**src/rtl/user_module_debounce_counter_if.sv**
```systemverilog
// Pin bundle for the debounced BCD up/down counter: eight inputs (clock, reset,
// buttons, load value) and eight outputs (segments plus wrap pulse).
interface user_module_debounce_counter_if;
   logic [7:0] io_in;
   logic [7:0] io_out;

   modport master (output io_in, input io_out);
   modport slave  (input io_in, output io_out);
endinterface

```
**src/rtl/user_module_debounce_counter.sv**
```systemverilog
// Debounced single-digit BCD up/down/load counter with seven-segment output.
// io_in[0] is the clock, io_in[1] the async active-low reset; io_in[7:2] are
// synchronized, debounced, then edge-detected into one-shot events.
module user_module_debounce_counter #(
   parameter int unsigned DEBOUNCE_CYCLES = 4
) (
   user_module_debounce_counter_if.slave bus
);

   localparam int unsigned NB    = 6;
   localparam int unsigned CNT_W = 4;
   localparam int unsigned DIG_W = 4;

   // Bit positions within the synchronized/debounced vector
   localparam int unsigned B_UP   = 0;
   localparam int unsigned B_DOWN = 1;
   localparam int unsigned B_LOAD = 2;

   logic clk;
   logic rst_n;
   assign clk   = bus.io_in[0];
   assign rst_n = bus.io_in[1];

   logic [NB-1:0]    sync1;
   logic [NB-1:0]    sync2;
   logic [NB-1:0]    stable;
   logic [NB-1:0]    stable_nxt;
   logic [CNT_W-1:0] cnt     [NB];
   logic [CNT_W-1:0] cnt_nxt [NB];
   logic [2:0]       stable_d;

   logic             evt_up;
   logic             evt_down;
   logic             evt_load;

   logic [DIG_W-1:0] digit;
   logic [DIG_W-1:0] digit_nxt;
   logic             wrap;
   logic             wrap_nxt;
   logic [6:0]       seg;

   // Two-flop synchronizer for the asynchronous button and load-value pins
   always_ff @(posedge clk or negedge rst_n) begin
      if (!rst_n) begin
         sync1 <= '0;
         sync2 <= '0;
      end else begin
         sync1 <= bus.io_in[7:2];
         sync2 <= sync1;
      end
   end

   // Per-bit debounce: accept a new level after DEBOUNCE_CYCLES consecutive differing clocks
   always_comb begin
      stable_nxt = stable;
      for (int i = 0; i < NB; i++) begin
         cnt_nxt[i] = '0;
         if (sync2[i] != stable[i]) begin
            if (cnt[i] == CNT_W'(DEBOUNCE_CYCLES - 1)) begin
               stable_nxt[i] = sync2[i];
            end else begin
               cnt_nxt[i] = cnt[i] + CNT_W'(1);
            end
         end
      end
   end

   // Debounce state registers
   always_ff @(posedge clk or negedge rst_n) begin
      if (!rst_n) begin
         stable <= '0;
         for (int i = 0; i < NB; i++) begin
            cnt[i] <= '0;
         end
      end else begin
         stable <= stable_nxt;
         for (int i = 0; i < NB; i++) begin
            cnt[i] <= cnt_nxt[i];
         end
      end
   end

   // Delayed copy of the debounced buttons for rising-edge detection
   always_ff @(posedge clk or negedge rst_n) begin
      if (!rst_n) begin
         stable_d <= '0;
      end else begin
         stable_d <= stable[2:0];
      end
   end

   assign evt_up   = stable[B_UP]   & ~stable_d[B_UP];
   assign evt_down = stable[B_DOWN] & ~stable_d[B_DOWN];
   assign evt_load = stable[B_LOAD] & ~stable_d[B_LOAD];

   // Next digit: load beats up/down, simultaneous up+down cancels, wraps flag a pulse
   always_comb begin
      digit_nxt = digit;
      wrap_nxt  = 1'b0;
      if (evt_load) begin
         digit_nxt = {1'b0, stable[5:3]};
      end else if (evt_up && !evt_down) begin
         if (digit == DIG_W'(9)) begin
            digit_nxt = '0;
            wrap_nxt  = 1'b1;
         end else begin
            digit_nxt = digit + DIG_W'(1);
         end
      end else if (evt_down && !evt_up) begin
         if (digit == '0) begin
            digit_nxt = DIG_W'(9);
            wrap_nxt  = 1'b1;
         end else begin
            digit_nxt = digit - DIG_W'(1);
         end
      end
   end

   // Digit and wrap-pulse registers
   always_ff @(posedge clk or negedge rst_n) begin
      if (!rst_n) begin
         digit <= '0;
         wrap  <= 1'b0;
      end else begin
         digit <= digit_nxt;
         wrap  <= wrap_nxt;
      end
   end

   // Seven-segment decode of the digit register (bit0=a .. bit6=g)
   always_comb begin
      seg = 7'h00;
      case (digit)
         4'd0:    seg = 7'h3F;
         4'd1:    seg = 7'h06;
         4'd2:    seg = 7'h5B;
         4'd3:    seg = 7'h4F;
         4'd4:    seg = 7'h66;
         4'd5:    seg = 7'h6D;
         4'd6:    seg = 7'h7D;
         4'd7:    seg = 7'h07;
         4'd8:    seg = 7'h7F;
         4'd9:    seg = 7'h6F;
         default: seg = 7'h00;
      endcase
   end

   assign bus.io_out = {wrap, seg};

endmodule

```
**src/flat_wrapper.sv**
```systemverilog
// flat-port wrapper written by rule: the top's interface ports become plain ports
module user_module_debounce_counter_flat 
#(
   parameter int unsigned DEBOUNCE_CYCLES = 4
)
  (bus_io_in, bus_io_out);
  user_module_debounce_counter_if bus_i ();
  input wire logic [$bits(bus_i.io_in)-1:0] bus_io_in;
  output wire logic [$bits(bus_i.io_out)-1:0] bus_io_out;
  assign bus_i.io_in = bus_io_in;
  assign bus_io_out = bus_i.io_out;
  user_module_debounce_counter #(.DEBOUNCE_CYCLES(DEBOUNCE_CYCLES)) u_core (.bus(bus_i));
endmodule
```
**config.mk**
```make
export PLATFORM = sky130hd
export DESIGN_NAME = user_module_debounce_counter_flat
export DESIGN_NICKNAME = d
export VERILOG_FILES = /design/src/rtl/user_module_debounce_counter_if.sv /design/src/rtl/user_module_debounce_counter.sv /design/src/flat_wrapper.sv
export SDC_FILE = /design/constraint.sdc
export NUM_CORES = 1
export LEC_CHECK = 0
export BUFFER_PORTS_ARGS = -buffer_cell sky130_fd_sc_hd__buf_2
export CAP_MARGIN = 20
export CORE_MARGIN = 3
export CORE_UTILIZATION = 35
export DETAILED_ROUTE_END_ITERATION = 7
export GPL_ROUTABILITY_DRIVEN = 0
export HOLD_SLACK_MARGIN = 0.05
export PLACE_DENSITY_LB_ADDON = 0.3
export SLEW_MARGIN = 10
export SYNTH_ARGS = -nofsm -noshare
export SYNTH_HDL_FRONTEND = slang
export SYNTH_SLANG_ARGS = --single-unit
```
**constraint.sdc**
```tcl
create_clock -name bus_io_in -period 1.6 [get_ports bus_io_in]
set_input_delay 0.24 -clock bus_io_in [delete_from_list [all_inputs] [get_ports bus_io_in]]
set_output_delay 0.24 -clock bus_io_in [all_outputs]
set_load 0.05 [all_outputs]
```
==> results.tsv <==
stage	metric	value	unit
die	start_util	37.31	%
worst_setup_path	end_kind	output pin	
logic_synthesis	synth_edf_count	0	
cells_and_area	post-route-util	49.33	%
min_path	hp-class	clock port to asynchronous set/reset pin	
logic_synthesis	synth_most_common_cell	dfrtp_1	
power_and_ir_drop	ir_drop	742.0	uV
route	remaining_drc_errors	0	
route	routed_wl	4022	microns
global_routing	antenna_found_initial	0	
cells_and_area	syn_to_final_growth	32.22	%
route	first_iter_violations	78	
logic_synthesis	synth-seq-cells	50	
route	num_vias	1568	
cells_and_area	layout-drive-gt1-share	37.04	%
global_routing	grt_pass1_vias	1708	
timing	rsz0062_at_grt	yes	
global_routing	grt_pass1_wl	6955	microns
die	die_area	7541	sq um
route	wire_per_inst	12.65	microns
global_routing	gr-total-overflow	0	
timing	fin_ws	-0.1177	ns
logic_synthesis	yosysTopAreaCellShare	54.70	%
logic_synthesis	synthTopCellsByCount	dfrtp_1, a21oi_1, ha_1, nor2_1	
cells_and_area	n_antenna_cell	0	
logic_synthesis	avgSynthCellArea	11.38	sq um
worst_setup_path	path_class	flip-flop to output pin	
timing	whs	-0.3372	ns
worst_setup_path	arrival	1.48	ns
logic_synthesis	synth.area.top_cells	dfrtp_1, ha_1, mux2_2, a21oi_1, nand2b_1	
placed_design	hpwl	2586	microns
die	io_pins	16	
run_status	status	finished with violations	
timing	hold_viol	56	
logic_synthesis	syn_area	2287	sq um
logic_synthesis	synth-warning-count	0	
power_and_ir_drop	power.leakage	0.001356	uW
timing	max_freq	582.2	MHz
timing	setup_viol	9	
route	viasPerCell	4.931	
die	fp.dieW	86.84	microns
clock_network	tritoncts	done	
worst_setup_path	path_cells	buf_6 > ha_4 > nor2_4 > a21oi_2 > o21ai_4 > buf_6	
cells_and_area	nNetsFinal	262	
run_status	violations	hold timing, setup timing	
timing	layout_min_cycle_time	1.718	ns
power_and_ir_drop	p_per_area	954.9	nW/um^2
global_routing	grtUsageTotal	12.34	%
timing	tightestPinTransition	0.3361	ns
worst_setup_path	startpoint_type	flip-flop	
placed_design	post-place-ws	0.006445	ns
timing	slew_viol_final	0	
logic_synthesis	async_reset_ff_share	100.0	%
route	dr.pass1.iters	4	
worst_setup_path	crit_fanout	6	
worst_setup_path	slowest_delay	0.44	ns
logic_synthesis	synth.distinct_cells	36	
logic_synthesis	yosys.area.top_type	dfrtp_1	
logic_synthesis	ys_seq_area_share	54.70	%
worst_setup_path	cp_common_cell	buf_6	
timing	setup_tns	-0.6363	ns
logic_synthesis	synth_nets	224	
worst_setup_path	cp.required	1.36	ns
die	fp-row-count	28	
logic_synthesis	synthCells	201	
run	cap_viol_max_count	0	
timing	slew_headroom	77.43	%
global_routing	grt_max_degree	16	
clock_network	insertion_delay	0.30	ns
timing	finalClockSkew	0.01287	ns
placed_design	port_buffers	8	
logic_synthesis	synth_flop_cell	dfrtp_1	
timing	finalCritPeriodShare	107.4	%
die	die_height	86.84	microns
route	ant_nets	0	
worst_setup_path	slowest_stage	dfrtp_2	
die	core	6131	sq um
clock_network	path_clk_slew	0.09	ns
## worst paths after layout
path                                  from         endpoint  slack (ns)  cells after the start
setup reg to reg           u_core.digit[1]  u_core.digit[3]       -0.03                      6
hold reg to reg            u_core.sync1[0]  u_core.sync2[0]        0.35                      0
setup / recovery           u_core.digit[1]    bus_io_out[5]       -0.12                      6
max in group asynchronous     bus_io_in[1]  u_core.digit[0]        1.78                      2
min in group bus_io_in        bus_io_in[7]  u_core.sync1[5]       -0.28                      0
hold / removal                bus_io_in[1]   u_core.cnt[14]       -0.34                      2
## layout by cell type, fill, tap and decap left out, types with 2 or more instances in the layout
cell	count
dfrtp_1	46
buf_4	19
buf_6	12
clkbuf_8	11
nor2_1	9
nand2b_1	9
a21oi_1	9
nor2b_1	8
nand2_1	7
mux2_2	7
nor3b_1	7
nor3_1	7
nand3_1	7
ha_1	7
ha_4	7
xnor2_1	6
xor2_1	6
nand3b_1	5
a21oi_2	4
inv_1	4
dfrtp_2	4
inv_4	3
nor2_2	3
o21ai_2	3
a31oi_1	3
nor2_4	2
o21ai_4	2
a21oi_4	2
a211oi_1	2
a311o_1	2
clkinv_4	2
## what timing repair did
item | CTS | global route
pin swaps | 8 | 12
setup buffers | 5 | 2
setup endpoints to repair | 7 | 11
endpoints found under the hold margin | 0 | 0
hold buffers | 0 | 0
gates cloned | 0 | 0
gates resized for setup | 46 | 10
## cell type report
| class | instances | area [sq um] |
|---|---|---|
| Clock buffer | 11 | 151.4 |
| Clock inverter | 5 | 38.79 |
| Fill cell | 539 | 3107 |
| Inverter | 7 | 33.78 |
| Multi-Input combinational cell | 138 | 1167 |
| Sequential cell | 50 | 1256 |
| Tap cell | 75 | 93.84 |
| Timing Repair Buffer | 32 | 282.8 |
## worst max-delay path, delay by kind of cell (launching register included)
kind            cells  cell delay (ns)
compound gates      2             0.17
buf+inv             2             0.32
flops               1             0.44
fa+ha+maj           1             0.16
simple gates        1             0.09
## flip-flops by register name, summed over array words and instances, names as in the netlist
| register | flops |
|---|---|
| u_core.digit | 4 |
| u_core.sync2 | 6 |
| u_core.stable_d | 3 |
| u_core.sync1 | 6 |
| u_core.wrap | 1 |
| u_core.stable | 6 |
| u_core.cnt | 24 |
## power by group
part | switching [uW] | internal [uW]
clock network | 960 | 670
registers | 0 | 1260
logic | 0 | 0
total | 960 | 1930
## metrics by stage
step | std cells | area (sq um) | total power (uW)
floorplan | 201 | 2333 | 1290
global placement | 295 | 2562 | 1290
detailed placement | 295 | 2562 | 1290
CTS | 316 | 2968 | 3031
global route | 318 | 3024 | 3112
finish | 318 | 3024 | 2888
## kinds of logic after synthesis
group / count (synthesis) / share of synthesized area [%]
multiplexers: 7 / 3.447
AND/OR/NAND/NOR: 69 / 16.68
AO/OA/AOI/OAI: 35 / 9.792
adder cells (fa/ha/maj): 15 / 8.206
XOR/XNOR: 12 / 4.595
flip-flops: 50 / 54.70
buffers and inverters: 13 / 2.570
## routing by layer
metal | up-vias | global-route usage, % | part of all wire [%]
met5 | - | 0 | 0
met4 | 0 | 12.89 | 2.7
met3 | 8 | 6.844 | 4.2
met2 | 25 | 16.49 | 48
met1 | 759 | 13.04 | 46
li1 | 776 | - | -
No activity file was read; power rests on OpenSTA's default activity.
